`src/rtl/spi_frame_pkg.sv`:
```
// Shared types and constants for the SPI message framer: state encoding,
// header field layout and the widths used by the framer and its skid buffer.
package spi_frame_pkg;

  localparam int WORD_W = 16;
  localparam int LEN_W  = 8;

  localparam logic [7:0] SYNC_DEFAULT   = 8'hA5;
  localparam logic [7:0] SRC_ID_DEFAULT = 8'h01;

  localparam int HDR_SYNC_MSB = 15;
  localparam int HDR_SYNC_LSB = 8;
  localparam int HDR_SRC_MSB  = 7;
  localparam int HDR_SRC_LSB  = 0;
  localparam int HDR_LEN_MSB  = 7;
  localparam int HDR_LEN_LSB  = 0;

  typedef enum logic [2:0] {
    S_IDLE    = 3'd0,
    S_LEN     = 3'd1,
    S_HDR0    = 3'd2,
    S_HDR1    = 3'd3,
    S_PAYLOAD = 3'd4,
    S_TRAIL   = 3'd5,
    S_GAP     = 3'd6
  } state_t;

  function automatic logic [WORD_W-1:0] make_hdr0(input logic [7:0] sync,
                                                   input logic [7:0] src);
    logic [WORD_W-1:0] w;
    w = '0;
    w[HDR_SYNC_MSB:HDR_SYNC_LSB] = sync;
    w[HDR_SRC_MSB:HDR_SRC_LSB]   = src;
    return w;
  endfunction

  function automatic logic [WORD_W-1:0] make_hdr1(input logic [LEN_W-1:0] len);
    logic [WORD_W-1:0] w;
    w = '0;
    w[HDR_LEN_MSB:HDR_LEN_LSB] = len;
    return w;
  endfunction

endpackage

```
`src/rtl/spi_msg_framer_if.sv`:
```
// Bundle of the framer's upstream (SPI input FIFO) and downstream (word
// stream) signals; master is the framer, slave is its environment.
interface spi_msg_framer_if;
  import spi_frame_pkg::*;

  logic              GOT_FULL_MSG;
  logic [LEN_W-1:0]  MSG_LEN;
  logic [WORD_W-1:0] FIFO_Q;
  logic              MSG_START;
  logic              RD_REQ;
  logic [WORD_W-1:0] OUT_DATA;
  logic              OUT_VALID;
  logic              OUT_READY;
  logic              OUT_SOP;
  logic              OUT_EOP;
  logic              BUSY;

  modport master (
    input  GOT_FULL_MSG, MSG_LEN, FIFO_Q, OUT_READY,
    output MSG_START, RD_REQ, OUT_DATA, OUT_VALID, OUT_SOP, OUT_EOP, BUSY
  );

  modport slave (
    output GOT_FULL_MSG, MSG_LEN, FIFO_Q, OUT_READY,
    input  MSG_START, RD_REQ, OUT_DATA, OUT_VALID, OUT_SOP, OUT_EOP, BUSY
  );

endinterface

```
`src/rtl/framer_skid_buf.sv`:
```
// Two-entry FIFO holding prefetched payload words; the framer's read-request
// throttle guarantees it is never pushed while full or popped while empty.
module framer_skid_buf
  import spi_frame_pkg::*;
(
  input  logic              SYS_CLK,
  input  logic              RST,
  input  logic              i_push,
  input  logic              i_pop,
  input  logic [WORD_W-1:0] i_data,
  output logic [WORD_W-1:0] o_head,
  output logic [1:0]        o_occ
);

  logic [WORD_W-1:0] r_mem [2];
  logic              r_wr_ptr;
  logic              r_rd_ptr;
  logic [1:0]        r_occ;

  always_ff @(posedge SYS_CLK or negedge RST) begin
    if (!RST) begin
      r_mem[0] <= '0;
      r_mem[1] <= '0;
      r_wr_ptr <= 1'b0;
      r_rd_ptr <= 1'b0;
      r_occ    <= 2'd0;
    end else begin
      if (i_push) begin
        r_mem[r_wr_ptr] <= i_data;
        r_wr_ptr        <= ~r_wr_ptr;
      end
      if (i_pop) begin
        r_rd_ptr <= ~r_rd_ptr;
      end
      case ({i_push, i_pop})
        2'b10:   r_occ <= r_occ + 2'd1;
        2'b01:   r_occ <= r_occ - 2'd1;
        default: r_occ <= r_occ;
      endcase
    end
  end

  assign o_head = r_mem[r_rd_ptr];
  assign o_occ  = r_occ;

endmodule

```
`src/rtl/spi_msg_framer.sv`:
```
// Drains one message from the SPI input FIFO and emits it as a frame:
// two header words, the payload, then a 16-bit additive checksum trailer.
module spi_msg_framer
  import spi_frame_pkg::*;
#(
  parameter logic [7:0] SRC_ID  = SRC_ID_DEFAULT,
  parameter logic [7:0] SYNC    = SYNC_DEFAULT,
  parameter int unsigned MIN_GAP = 4
) (
  input logic RST,
  input logic SYS_CLK,
  spi_msg_framer_if.master bus
);

  localparam logic [LEN_W-1:0] GAP_LOAD = LEN_W'(MIN_GAP);

  state_t            r_state;
  logic              r_msg_start;
  logic [LEN_W-1:0]  r_len;
  logic [LEN_W-1:0]  r_rd_cnt;
  logic [LEN_W-1:0]  r_wr_cnt;
  logic [LEN_W-1:0]  r_gap_cnt;
  logic [WORD_W-1:0] r_sum;
  logic              r_inflight;

  logic [WORD_W-1:0] w_head;
  logic [1:0]        w_occ;
  logic              w_out_valid;
  logic [WORD_W-1:0] w_out_data;
  logic              w_out_sop;
  logic              w_out_eop;
  logic              w_hs;
  logic              w_pop;
  logic              w_rd_req;

  framer_skid_buf u_skid (
    .SYS_CLK (SYS_CLK),
    .RST     (RST),
    .i_push  (r_inflight),
    .i_pop   (w_pop),
    .i_data  (bus.FIFO_Q),
    .o_head  (w_head),
    .o_occ   (w_occ)
  );

  always_comb begin
    w_out_valid = 1'b0;
    w_out_data  = '0;
    w_out_sop   = 1'b0;
    w_out_eop   = 1'b0;
    case (r_state)
      S_HDR0: begin
        w_out_valid = 1'b1;
        w_out_data  = make_hdr0(SYNC, SRC_ID);
        w_out_sop   = 1'b1;
      end
      S_HDR1: begin
        w_out_valid = 1'b1;
        w_out_data  = make_hdr1(r_len);
      end
      S_PAYLOAD: begin
        w_out_valid = (w_occ != 2'd0);
        w_out_data  = w_head;
      end
      S_TRAIL: begin
        w_out_valid = 1'b1;
        w_out_data  = r_sum;
        w_out_eop   = 1'b1;
      end
      default: ;
    endcase
  end

  assign w_hs  = w_out_valid && bus.OUT_READY;
  assign w_pop = (r_state == S_PAYLOAD) && w_hs;

  // Keep buffered + in-flight words below two after this cycle's pop, so the
  // two-entry buffer can always absorb the word answering this request.
  assign w_rd_req = (r_state inside {S_HDR0, S_HDR1, S_PAYLOAD}) &&
                    (r_rd_cnt != '0) &&
                    (({1'b0, w_occ} + {2'b00, r_inflight}) < (3'd2 + {2'b00, w_pop}));

  always_ff @(posedge SYS_CLK or negedge RST) begin
    if (!RST) begin
      r_state     <= S_IDLE;
      r_msg_start <= 1'b0;
      r_len       <= '0;
      r_rd_cnt    <= '0;
      r_wr_cnt    <= '0;
      r_gap_cnt   <= GAP_LOAD;
      r_sum       <= '0;
      r_inflight  <= 1'b0;
    end else begin
      r_msg_start <= 1'b0;
      r_inflight  <= w_rd_req;
      if (w_rd_req) begin
        r_rd_cnt <= r_rd_cnt - 1'b1;
      end
      if (w_hs && (r_state != S_TRAIL)) begin
        r_sum <= r_sum + w_out_data;
      end
      case (r_state)
        S_IDLE: begin
          if (bus.GOT_FULL_MSG) begin
            r_msg_start <= 1'b1;
            r_state     <= S_LEN;
          end
        end
        // First LEN cycle carries MSG_START; the length is valid one cycle later.
        S_LEN: begin
          if (!r_msg_start) begin
            r_len    <= bus.MSG_LEN;
            r_rd_cnt <= bus.MSG_LEN;
            r_wr_cnt <= bus.MSG_LEN;
            r_sum    <= '0;
            r_state  <= (bus.MSG_LEN == '0) ? S_IDLE : S_HDR0;
          end
        end
        S_HDR0: begin
          if (w_hs) r_state <= S_HDR1;
        end
        S_HDR1: begin
          if (w_hs) r_state <= S_PAYLOAD;
        end
        S_PAYLOAD: begin
          if (w_pop) begin
            r_wr_cnt <= r_wr_cnt - 1'b1;
            if (r_wr_cnt == LEN_W'(1)) r_state <= S_TRAIL;
          end
        end
        S_TRAIL: begin
          if (w_hs) begin
            r_state   <= S_GAP;
            r_gap_cnt <= GAP_LOAD;
          end
        end
        // The IDLE cycle that follows also counts toward the enforced gap.
        S_GAP: begin
          if (r_gap_cnt <= LEN_W'(2)) r_state <= S_IDLE;
          else r_gap_cnt <= r_gap_cnt - 1'b1;
        end
        default: r_state <= S_IDLE;
      endcase
    end
  end

  assign bus.MSG_START = r_msg_start;
  assign bus.RD_REQ    = w_rd_req;
  assign bus.OUT_DATA  = w_out_data;
  assign bus.OUT_VALID = w_out_valid;
  assign bus.OUT_SOP   = w_out_sop;
  assign bus.OUT_EOP   = w_out_eop;
  assign bus.BUSY      = (r_state != S_IDLE);

endmodule
```
`src/flat_wrapper.sv`:
```
// flat-port wrapper written by rule: the top's interface ports become plain ports
module spi_msg_framer_flat import spi_frame_pkg::*;
#(
  parameter logic [7:0] SRC_ID  = SRC_ID_DEFAULT,
  parameter logic [7:0] SYNC    = SYNC_DEFAULT,
  parameter int unsigned MIN_GAP = 4
)
  (RST, SYS_CLK, bus_GOT_FULL_MSG, bus_MSG_LEN, bus_FIFO_Q, bus_OUT_READY, bus_MSG_START, bus_RD_REQ, bus_OUT_DATA, bus_OUT_VALID, bus_OUT_SOP, bus_OUT_EOP, bus_BUSY);
  spi_msg_framer_if bus_i ();
  input logic RST;
  input logic SYS_CLK;
  input wire logic [$bits(bus_i.GOT_FULL_MSG)-1:0] bus_GOT_FULL_MSG;
  input wire logic [$bits(bus_i.MSG_LEN)-1:0] bus_MSG_LEN;
  input wire logic [$bits(bus_i.FIFO_Q)-1:0] bus_FIFO_Q;
  input wire logic [$bits(bus_i.OUT_READY)-1:0] bus_OUT_READY;
  output wire logic [$bits(bus_i.MSG_START)-1:0] bus_MSG_START;
  output wire logic [$bits(bus_i.RD_REQ)-1:0] bus_RD_REQ;
  output wire logic [$bits(bus_i.OUT_DATA)-1:0] bus_OUT_DATA;
  output wire logic [$bits(bus_i.OUT_VALID)-1:0] bus_OUT_VALID;
  output wire logic [$bits(bus_i.OUT_SOP)-1:0] bus_OUT_SOP;
  output wire logic [$bits(bus_i.OUT_EOP)-1:0] bus_OUT_EOP;
  output wire logic [$bits(bus_i.BUSY)-1:0] bus_BUSY;
  assign bus_i.GOT_FULL_MSG = bus_GOT_FULL_MSG;
  assign bus_i.MSG_LEN = bus_MSG_LEN;
  assign bus_i.FIFO_Q = bus_FIFO_Q;
  assign bus_i.OUT_READY = bus_OUT_READY;
  assign bus_MSG_START = bus_i.MSG_START;
  assign bus_RD_REQ = bus_i.RD_REQ;
  assign bus_OUT_DATA = bus_i.OUT_DATA;
  assign bus_OUT_VALID = bus_i.OUT_VALID;
  assign bus_OUT_SOP = bus_i.OUT_SOP;
  assign bus_OUT_EOP = bus_i.OUT_EOP;
  assign bus_BUSY = bus_i.BUSY;
  spi_msg_framer #(.SRC_ID(SRC_ID), .SYNC(SYNC), .MIN_GAP(MIN_GAP)) u_core (.RST(RST), .SYS_CLK(SYS_CLK), .bus(bus_i));
endmodule
```
`config.mk`:
```
export PLATFORM = sky130hd
export DESIGN_NAME = spi_msg_framer_flat
export DESIGN_NICKNAME = d
export VERILOG_FILES = /design/src/rtl/spi_frame_pkg.sv /design/src/rtl/spi_msg_framer_if.sv /design/src/rtl/framer_skid_buf.sv /design/src/rtl/spi_msg_framer.sv /design/src/flat_wrapper.sv
export SDC_FILE = /design/constraint.sdc
export NUM_CORES = 1
export LEC_CHECK = 0
export CORE_MARGIN = 3
export CORE_UTILIZATION = 30
export DETAILED_ROUTE_END_ITERATION = 10
export GPL_TIMING_DRIVEN = 0
export PLACE_DENSITY_LB_ADDON = 0.3
export SLEW_MARGIN = 10
export SYNTH_ARGS = -nofsm -noshare
export SYNTH_HDL_FRONTEND = slang
export SYNTH_SLANG_ARGS = --single-unit
```
`constraint.sdc`:
```
create_clock -name SYS_CLK -period 3.35 [get_ports SYS_CLK]
set_clock_uncertainty 0.1 [all_clocks]
set_input_delay 0.67 -clock SYS_CLK [delete_from_list [all_inputs] [get_ports SYS_CLK]]
set_output_delay 0.67 -clock SYS_CLK [all_outputs]
set_load 0.01 [all_outputs]
```
==> flow_metrics.tcl <==
set metrics [dict create \
    drv_slew 0 \
    synth-seq-cells 89 \
    wire_per_inst_um 16.3 \
    io_buffers 49 \
    layout-drive-gt1-share_pct 17.8 \
    grt-ovfl-total 0 \
    gp_congestion 0.901 \
    io_pins 50 \
    antenna_found_initial 0 \
    syn_nets 580 \
    grt_max_degree 59 \
    cts_tree "done" \
    die_h_um 135 \
    synth_edf_count 0 \
    yosysSeqAreaShare_pct 44.4 \
    crit_required_ns 3.46 \
    final_util_pct 39.7 \
    holdBufCountCts 0 \
    grt_pass1_wl_um 21600 \
    fp.dieW_um 135 \
    cts-root-buf "clkbuf_16" \
    final_cell_mix "dfrtp_1, nand2_1, nor2_1, clkdlybuf4s50_1, a21oi_1" \
    synth_ff_type "dfrtp_1" \
    power_density_nw_per_um2 908 \
    worstMarginPinSlew_ns 1.09 \
    relSlewSlack_pct 26.8 \
    cts_max_level 3 \
    synth-async-reset-ratio_pct 100 \
    startpoint "u_core.r_state[1]$_DFFE_PN0P_" \
    leakage_uw 0.00270 \
    holdWs_ns 0.175 \
    wirelength_um 13300 \
    clk_pin_slew_ns 0.07 \
    final_common_cell "dfrtp_1" \
    drv_cap 0 \
    timing.rr.start "u_core.r_state[1]$_DFFE_PN0P_" \
    rsz0062_at_grt "yes" \
    placementRows 46 \
    place_ws_ns -0.716 \
    die_area_um2 18300 \
    cts_num_sinks 89 \
    tns_ns 0 \
    cts_buffer_depth 2 \
    finalWorstSetupSlack_ns 0.0716 \
    syn_to_final_growth_pct 27.4 \
    end_kind "flip-flop" \
    cts_buffers 9 \
    syn-cell-area_um2 5010 \
    outcome "complete, no violations" \
    period_minus_slack_ns 3.28 \
    arrival_ns 3.39 \
    post-route-period-util_pct 97.9 \
    layout.nets 649 \
    hold_class "input pin to asynchronous set/reset pin" \
    hold_violations 0 \
    ir_drop_v 0.000267 \
    cp-start-kind "flip-flop" \
    start_util_pct 31.1 \
    core_area_um2 16100 \
    drt_iter0_markers 295 \
    grt_pass1_vias 4187 \
    routed_via_density 5.16 \
    dp_hpwl_um 9660 \
    first_pass_iters 5 \
    synth.avg_cell_area_um2 9.52 \
    vias 4210 \
    clk_latency_ns 0.34 \
    fmax_mhz 305 \
    synth_cell_types 51 \
    grt.total_usage_pct 14.8 \
    yosys_warnings 0 \
    antenna_cells 0 \
    syn_inst 527 \
    critPathMaxFanout 10 \
    ant_nets 0 \
    crit_type "flip-flop to flip-flop" \
    drc 0 \
    finalSetupViolCount 0 \
]
-- worst max-delay path: stages, from the launching register on --
cell     delay, ns
dfrtp_1       0.35
buf_2         0.16
or3b_1        0.37
buf_4         0.19
buf_6         0.17
o22ai_2       0.23
ha_1          0.29
o21ai_2       0.11
nor2_2        0.17
nor4b_4       0.32
o41ai_2       0.11
buf_4         0.16
o21ai_0       0.19
xnor2_1       0.14
o21ai_0       0.08
-- repair_timing --
action,in CTS,in global routing
gates resized for setup,32,26
hold endpoints to repair,0,0
endpoints found under the setup margin,20,13
pin swaps,5,5
setup buffers,3,7
-- worst paths after layout --
path	to	slack (ns)	depth (start not counted)
min in group SYS_CLK	u_core.r_len[0]$_DFFE_PN0P_	0.38	2
worst min register to register	u_core.r_len[0]$_DFFE_PN0P_	0.38	2
worst max-delay path	u_core.r_sum[13]$_DFF_PN0_	0.07	14
worst max register to register	u_core.r_sum[13]$_DFF_PN0_	0.07	14
max in group asynchronous	u_core.r_len[0]$_DFFE_PN0P_	2.33	2
worst min-delay path	u_core.u_skid.r_mem[28]$_DFFE_PN0P_	0.17	1
-- report_power, final --
part / switching, uW / internal (uW) / leakage, uW
logic: 1580 / 1300 / 0.00147
clock network: 412 / 517 / 0.000128
registers: 399 / 1590 / 0.00110
-- layout make-up --
cell class,instances,area [um2]
flip-flops and latches,89,2230
clock buffers,12,246
repair buffers,60,593
plain buffers,22,121
inverters,23,90.1
clock inverters,3,17.5
well taps,216,270
fillers,1595,9720
multi-input cells,391,2820
-- logic make-up (layout without fill, tap and decap cells) --
group,Yosys count,in the layout,synth area share [%]
adder cells (fa/ha/maj),25,25,6.39
AND/OR/NAND/NOR,158,158,14.2
multiplexers,50,50,10.8
XOR/XNOR,28,28,4.89
AO/OA/AOI/OAI,130,130,15.6
flip-flops,89,89,44.4
buffers and inverters,47,120,3.74
-- synthesized netlist by cell type (8+ instances only) --
master	count	area (um2)
a21oi_1	39	195
a22oi_1	10	75.1
clkbuf_1	19	71.3
dfrtp_1	88	2200
ha_1	24	300
inv_1	23	86.3
mux2_2	32	360
mux2i_1	18	180
nand2_1	62	233
nand3_1	10	50.1
nor2_1	49	184
nor3_1	8	40.0
o21ai_0	39	195
o22ai_1	11	68.8
xnor2_1	22	193
-- routing by layer --
layer / part of all wire, % / global-route usage (%) / up-vias
met1: 46 / 20.1 / 2082
met5: 0 / 0 / -
met4: 1.9 / 4.09 / 0
li1: - / - / 2003
met2: 48 / 23.7 / 105
met3: 4.5 / 3.42 / 20
-- sequential cells by signal, summed over array words and instances (netlist names) --
signal / cells
u_core.r_sum: 16
u_core.r_rd_cnt: 8
u_core.r_state: 3
u_core.r_gap_cnt: 8
u_core.r_wr_cnt: 8
u_core.bus.MSG_START: 1
u_core.r_inflight: 1
u_core.r_len: 8
u_core.u_skid.o_occ: 2
u_core.u_skid.r_rd_ptr: 1
u_core.u_skid.r_wr_ptr: 1
u_core.u_skid.r_mem: 32
-- stage by stage --
stage | std cells | area, um2 | total power, uW
after detailed placement | 793 | 5820 | 4590
after global placement | 792 | 5800 | 4490
after floorplan | 527 | 5040 | 3730
final | 816 | 6390 | 5810
after CTS | 809 | 6240 | 5670
after global routing | 816 | 6390 | 6270
No activity file was read; power rests on OpenSTA's default activity.
